`config.mk`:
```
export PLATFORM = sky130hd
export DESIGN_NAME = cim_psum_accumulator
export DESIGN_NICKNAME = d
export VERILOG_FILES = /design/src/rtl/cim_pkg.sv /design/src/rtl/cim_slice_shifter.sv /design/src/rtl/cim_psum_accumulator.sv
export SDC_FILE = /design/constraint.sdc
export NUM_CORES = 2
export LEC_CHECK = 0
export CAP_MARGIN = 20
export CORE_ASPECT_RATIO = 0.7
export CORE_UTILIZATION = 55
export DETAILED_ROUTE_END_ITERATION = 6
export PLACE_DENSITY = 0.78
export SYNTH_ARGS = -nofsm -noshare
export SYNTH_HDL_FRONTEND = slang
export SYNTH_HIERARCHICAL = 1
export SYNTH_SLANG_ARGS = --single-unit
```
`constraint.sdc`:
```
create_clock -name clk -period 8.7 [get_ports clk]
set_input_delay 0.87 -clock clk [delete_from_list [all_inputs] [get_ports clk]]
set_output_delay 0.87 -clock clk [all_outputs]
set_load 0.05 [all_outputs]
```
`src/rtl/cim_pkg.sv`:
```
// cim_pkg: derived CIM datapath constants and the accumulator FSM state shared by sibling CIM blocks.
package cim_pkg;
    typedef enum logic [1:0] {ACC, FLUSH, DRAIN} cim_state_e;

    function automatic int clog2w(input int n);
        return n > 1 ? $clog2(n) : 1;
    endfunction

    function automatic int adc_precision(input int bit_cell, input int bit_dac, input int ouy);
        return bit_cell + bit_dac + $clog2(ouy) - ((bit_cell == 1 || bit_dac == 1) ? 1 : 0);
    endfunction

    localparam int BIT_CELL      = 2;
    localparam int BIT_DAC       = 1;
    localparam int BIT_W         = 8;
    localparam int BIT_IFM       = 8;
    localparam int OUY           = 32;
    localparam int W_SLICES      = BIT_W / BIT_CELL;
    localparam int X_SLICES      = BIT_IFM / BIT_DAC;
    localparam int ADC_PRECISION = adc_precision(BIT_CELL, BIT_DAC, OUY);
endpackage

```
`src/rtl/cim_slice_shifter.sv`:
```
// cim_slice_shifter: places an ADC count at its weight/input bit position and negates two's-complement MSB slices.
module cim_slice_shifter #(
    parameter int BIT_CELL = 2,
    parameter int BIT_DAC  = 1,
    parameter int W_SLICES = 4,
    parameter int X_SLICES = 8,
    parameter int ADC_W    = 7,
    parameter int BIT_ACC  = 32,
    parameter int WSW      = 2,
    parameter int XSW      = 3
) (
    input  logic [ADC_W-1:0]   adc_i,
    input  logic [WSW-1:0]     w_slice_i,
    input  logic [XSW-1:0]     x_slice_i,
    input  logic               signed_w_i,
    input  logic               signed_x_i,
    output logic [BIT_ACC-1:0] term_o
);
    logic [BIT_ACC-1:0] mag;
    logic               in_range;
    logic               neg;

    assign in_range = (32'(w_slice_i) < W_SLICES) && (32'(x_slice_i) < X_SLICES);
    // MSB slice of a two's-complement operand carries negative weight; two negatives cancel
    assign neg      = (signed_w_i && 32'(w_slice_i) == W_SLICES - 1) ^ (signed_x_i && 32'(x_slice_i) == X_SLICES - 1);
    assign mag      = BIT_ACC'(adc_i) << (32'(w_slice_i) * BIT_CELL + 32'(x_slice_i) * BIT_DAC);
    assign term_o   = !in_range ? '0 : neg ? -mag : mag;
endmodule

```
`src/rtl/cim_psum_accumulator.sv`:
```
// cim_psum_accumulator: accumulates shifted ADC slices into per-filter partial sums and drains them on the last beat.
module cim_psum_accumulator
    import cim_pkg::*;
#(
    parameter int BIT_CELL   = 2,
    parameter int BIT_DAC    = 1,
    parameter int BIT_W      = 8,
    parameter int OUY        = 32,
    parameter int BIT_IFM    = 8,
    parameter int NUM_FILTER = 32,
    parameter int BIT_ACC    = 32,
    localparam int W_SL      = BIT_W / BIT_CELL,
    localparam int X_SL      = BIT_IFM / BIT_DAC,
    localparam int ADC_W     = adc_precision(BIT_CELL, BIT_DAC, OUY),
    localparam int FW        = clog2w(NUM_FILTER),
    localparam int WSW       = clog2w(W_SL),
    localparam int XSW       = clog2w(X_SL)
) (
    input  logic               clk,
    input  logic               rst,
    input  logic               cfg_signed_w,
    input  logic               cfg_signed_ifm,
    input  logic               in_valid,
    output logic               in_ready,
    input  logic [ADC_W-1:0]   adc_result,
    input  logic [FW-1:0]      filter_idx,
    input  logic [WSW-1:0]     w_slice,
    input  logic [XSW-1:0]     x_slice,
    input  logic               in_last,
    output logic               out_valid,
    input  logic               out_ready,
    output logic [FW-1:0]      out_filter_idx,
    output logic [BIT_ACC-1:0] out_data,
    output logic               out_last
);
    cim_state_e         state_q, state_d;
    logic [FW-1:0]      ptr_q, ptr_d;
    logic               v_q;
    logic [FW-1:0]      fidx_q;
    logic [BIT_ACC-1:0] term_q;
    logic [BIT_ACC-1:0] term;
    logic [BIT_ACC-1:0] acc_q [NUM_FILTER];
    logic               accept;

    cim_slice_shifter #(
        .BIT_CELL(BIT_CELL), .BIT_DAC(BIT_DAC), .W_SLICES(W_SL), .X_SLICES(X_SL),
        .ADC_W(ADC_W), .BIT_ACC(BIT_ACC), .WSW(WSW), .XSW(XSW)
    ) u_shift (
        .adc_i      (adc_result),
        .w_slice_i  (w_slice),
        .x_slice_i  (x_slice),
        .signed_w_i (cfg_signed_w),
        .signed_x_i (cfg_signed_ifm),
        .term_o     (term)
    );

    assign in_ready       = state_q == ACC;
    assign accept         = in_valid && in_ready;
    assign out_valid      = state_q == DRAIN;
    assign out_filter_idx = out_valid ? ptr_q : '0;
    assign out_data       = out_valid ? acc_q[ptr_q] : '0;
    assign out_last       = out_valid && ptr_q == FW'(NUM_FILTER - 1);

    always_comb begin
        state_d = state_q;
        ptr_d   = ptr_q;
        unique case (state_q)
            ACC:     state_d = (accept && in_last) ? FLUSH : ACC;
            FLUSH:   begin
                state_d = DRAIN;
                ptr_d   = '0;
            end
            DRAIN:   begin
                ptr_d   = out_ready ? ptr_q + 1'b1 : ptr_q;
                state_d = (out_ready && out_last) ? ACC : DRAIN;
            end
            default: state_d = ACC;
        endcase
    end

    always_ff @(posedge clk) begin
        if (rst) begin
            state_q <= ACC;
            ptr_q   <= '0;
            v_q     <= 1'b0;
            fidx_q  <= '0;
            term_q  <= '0;
        end else begin
            state_q <= state_d;
            ptr_q   <= ptr_d;
            v_q     <= accept;
            fidx_q  <= filter_idx;
            term_q  <= term;
        end
    end

    // FLUSH separates the last stage-2 write from the first drain clear, so they never collide
    always_ff @(posedge clk) begin
        if (rst) begin
            for (int i = 0; i < NUM_FILTER; i++) acc_q[i] <= '0;
        end else begin
            if (v_q) acc_q[fidx_q] <= acc_q[fidx_q] + term_q;
            if (out_valid && out_ready) acc_q[ptr_q] <= '0;
        end
    end
endmodule

```
==> results.py <==
metrics = {
    "critical_path": {
        "path_cells": "inv_2 > nor3_4 > buf_4 > a22oi_1 > o2111ai_1 > ha_1 > a21o_1 > a22oi_1 > a211o_1 > a2111oi_4 > o21a_2 > o211a_1 > o211ai_4 > a22o_2",
        "critical_path.max_fanout": 32,
        "arrival_ns": 6.86,
        "critPathRequiredTime_ns": 9.36,
        "regToRegEndpoint": "acc_q[0][31]$_SDFFE_PP0P_",
        "cpPeakStageDelay_ns": 0.98,
        "crit_top_cell": "a22oi_1",
        "crit_type": "register to register",
        "slowest_stage": "nor3_4",
        "r2r_slack_ns": 2.50,
        "r2r_start": "fidx_q[4]$_SDFF_PP0_",
        "cpLargestDelayFamily": "compound AO/OA/AOI/OAI gates",
        "cp-end-kind": "register",
        "critPathBufInv": 2,
        "ff2ff_path_depth": 14,
        "start_kind": "register",
        "crit_start": "fidx_q[4]$_SDFF_PP0_",
        "crit_cells": 14,
    },
    "power_and_ir_drop": {
        "p_leak_nw": 21.84,
        "power.density_nw_per_um2": 173.2,
        "ir_drop_v": 0.0001702,
    },
    "yosys": {
        "synth-simple-area-share_pct": 15.38,
        "synthTopCellsByArea": "dfxtp_1 38%, mux4_2 23%, nor3b_1 6.9%",
        "synth_compound_area_share_pct": 16.20,
        "synth_area_per_cell_um2": 10.39,
        "yosysMostFrequentCell": "dfxtp_1",
        "synthMuxAreaShare_pct": 24.09,
        "synth_top_family_by_area": "multiplexers",
        "synth_edf_count": 0,
        "yosys_most_used_dff": "dfxtp_1",
        "synthXorXnorAreaFrac_pct": 0.7748,
        "synth_warnings": 6,
        "postSynthCellCount": 5407,
        "synth_top_area_cell": "dfxtp_1",
        "synth-adder-area-share_pct": 0.9173,
        "synth_cell_types": 94,
        "async_reset_ff_share_pct": 0,
        "yosysTopAreaCellShare_pct": 38.26,
        "yosysSeqAreaShare_pct": 38.26,
        "syn-cell-area_um2": 56200,
        "ys_ff_latch": 1074,
        "syn-num-nets": 5471,
        "synthTopCellsByCount": "1,074 x dfxtp_1, 652 x nor2_1, 572 x a21oi_1",
    },
    "status": {
        "violations": "design-rule violations",
        "status": "finished with violations",
    },
    "timing": {
        "hold_slack_ns": 0.4796,
        "setup_violations": 0,
        "slew_headroom_pct": 20.27,
        "final.min_clock_period_ns": 6.202,
        "rsz0062_at_grt": "false",
        "finalHoldViolCount": 0,
        "clock_skew_ns": 0.03912,
        "max_freq_mhz": 161.2,
        "timing.final.crit_share_pct": 71.28,
        "tightest_slew_ns": 1.192,
        "final-max-slew-violation-count": 0,
        "tns_ns": 0,
    },
    "global_route": {
        "grt_pass1_wl_um": 302500,
        "grt_pass1_vias": 44863,
        "grt_max_degree": 188,
        "globalRouteOverflowTotal": 0,
        "antenna_found_initial": 16,
        "grt_usage_pct": 38.98,
    },
    "hold_path": {
        "min_path_cells": 2,
        "hold_path_class": "register to register",
        "min_to": "acc_q[19][29]$_SDFFE_PP0P_",
        "hold_start": "acc_q[19][29]$_SDFFE_PP0P_",
    },
    "die": {
        "fp-row-count": 97,
        "start_util_pct": 55.86,
        "ioPinCount": 64,
        "die_area_um2": 103500,
        "die_w_um": 384.1,
        "die-height_um": 269.4,
        "coreArea_um2": 100600,
    },
    "drt": {
        "wl_per_cell_um": 31.09,
        "vias": 48876,
        "dr.first_iter.drc_count": 8714,
        "drc": 6,
        "viasPerCell": 7.372,
        "wirelength_um": 206100,
        "ant_nets": 0,
        "drt_first_pass_iters": 7,
    },
    "final_layout": {
        "seq_area_um2": 21520,
        "nets": 5265,
        "drive_above_1_share_pct": 20.87,
        "area_growth_syn_to_layout_pct": 10.51,
        "fillers": 7717,
        "multiInputGateArea_um2": 32810,
    },
    "job": {
        "drv_cap": 0,
    },
    "place": {
        "dp.final_hpwl_um": 136100,
        "portBuffers": 63,
        "gp_congestion": 1.043,
    },
    "cts": {
        "cts_max_path_buffers": 3,
        "cts-buffers-inserted": 104,
        "cts_sinks": 1074,
        "cts_root_buf": "clkbuf_16",
        "post_cts_buffers": 0,
        "clock_latency_ns": 0.72,
        "cts_tree": "yes",
        "h-tree-depth": 3,
        "post_cts_resize_count": 0,
        "ctsHoldBuffers": 0,
        "clkTransAtPathRegs_ns": 0.07,
    },
}
## where the power goes
part / internal (mW) / switching [mW]
sequential: 4.94 / 0.0349
combinational: 0.233 / 0.609
clock: 2.84 / 2.10
total: 8.01 / 2.75
## placed cells by master, fill, tap and decap left out, types with 23 or more instances in the layout
| cell | n |
|---|---|
| nor2_1 | 612 |
| mux4_2 | 570 |
| a22oi_1 | 154 |
| nand4_1 | 31 |
| buf_4 | 180 |
| nor2_2 | 41 |
| dfxtp_1 | 1067 |
| nand2_1 | 193 |
| nor2b_1 | 46 |
| a21oi_1 | 572 |
| clkbuf_16 | 108 |
| ha_1 | 38 |
| clkinv_2 | 23 |
| mux2i_1 | 56 |
| clkdlybuf4s50_1 | 62 |
| o21ai_0 | 214 |
| a22o_1 | 352 |
| nor3_1 | 44 |
| nor3b_1 | 516 |
## worst max path at each step
| stage | endpoint | slack [ns] |
|---|---|---|
| after floorplan | acc_q[20][24]$_SDFFE_PP0P_ | 4.03 |
| after CTS | acc_q[27][23]$_SDFFE_PP0P_ | 2.46 |
| final | acc_q[0][31]$_SDFFE_PP0P_ | 2.50 |
| after detailed placement | acc_q[27][23]$_SDFFE_PP0P_ | 2.52 |
| after global placement | acc_q[5][23]$_SDFFE_PP0P_ | 2.59 |
| after global routing | acc_q[11][30]$_SDFFE_PP0P_ | 2.39 |
## cell type report
cell class | count | area share (%)
Clock buffer | 139 | 4.861
Timing Repair Buffer | 258 | 3.683
Clock inverter | 55 | 1.120
Tap cell | 1336 | 2.692
Sequential cell | 1074 | 34.66
Multi-Input combinational cell | 3740 | 52.83
Inverter | 23 | 0.1390
Antenna cell | 5 | 0.02015
## layer usage
metal / wire [µm] / track usage [%] / vias to the layer above / part of all wire (%)
met5: 184 / 0.3241 / - / 0.089
met4: 8225 / 12.20 / 22 / 4.0
met3: 42160 / 22.74 / 679 / 20
met2: 79940 / 50.51 / 4150 / 39
met1: 75580 / 53.69 / 23963 / 37
li1: - / - / 20062 / -
## worst reg2reg max path, cell delays in order, from the launching register on
cell and delay (ns):
dfxtp_1 0.81, inv_2 0.33, nor3_4 0.98, buf_4 0.47, a22oi_1 0.33, o2111ai_1 0.32
ha_1 0.40, a21o_1 0.20, a22oi_1 0.35, a211o_1 0.26, a2111oi_4 0.11, o21a_2 0.22
o211a_1 0.24, o211ai_4 0.83, a22o_2 0.31
## flip-flops by register name, indices dropped and copies added, names as in the netlist, named ones only
name	count
acc_q	1024
term_q	32
fidx_q	5
ptr_q	5
state_q	2
v_q	1
## logic make-up after synthesis
| family | Yosys count |
|---|---|
| and+or+nand+nor | 1613 |
| buffers and inverters | 593 |
| muxes | 637 |
| adders and majority gates | 40 |
| xor gates and xnor gates | 48 |
| DFF | 1074 |
| AOI/OAI and AO/OA | 1402 |
## per-stage QoR
step	utilization [%]	instance area (µm²)	power, mW	instances	setup WS, ns
2_1_floorplan	-	56200	5.600	5407	4.034
3_3_place_gp	57.92	58280	5.874	6426	2.588
3_5_place_dp	57.94	58290	5.877	6427	2.516
4_1_cts	61.63	62010	10.69	6621	2.463
5_1_grt	61.71	62090	10.96	6625	2.394
6_report	61.73	62100	10.75	6630	2.498
(Power assumes the default switching activity.)
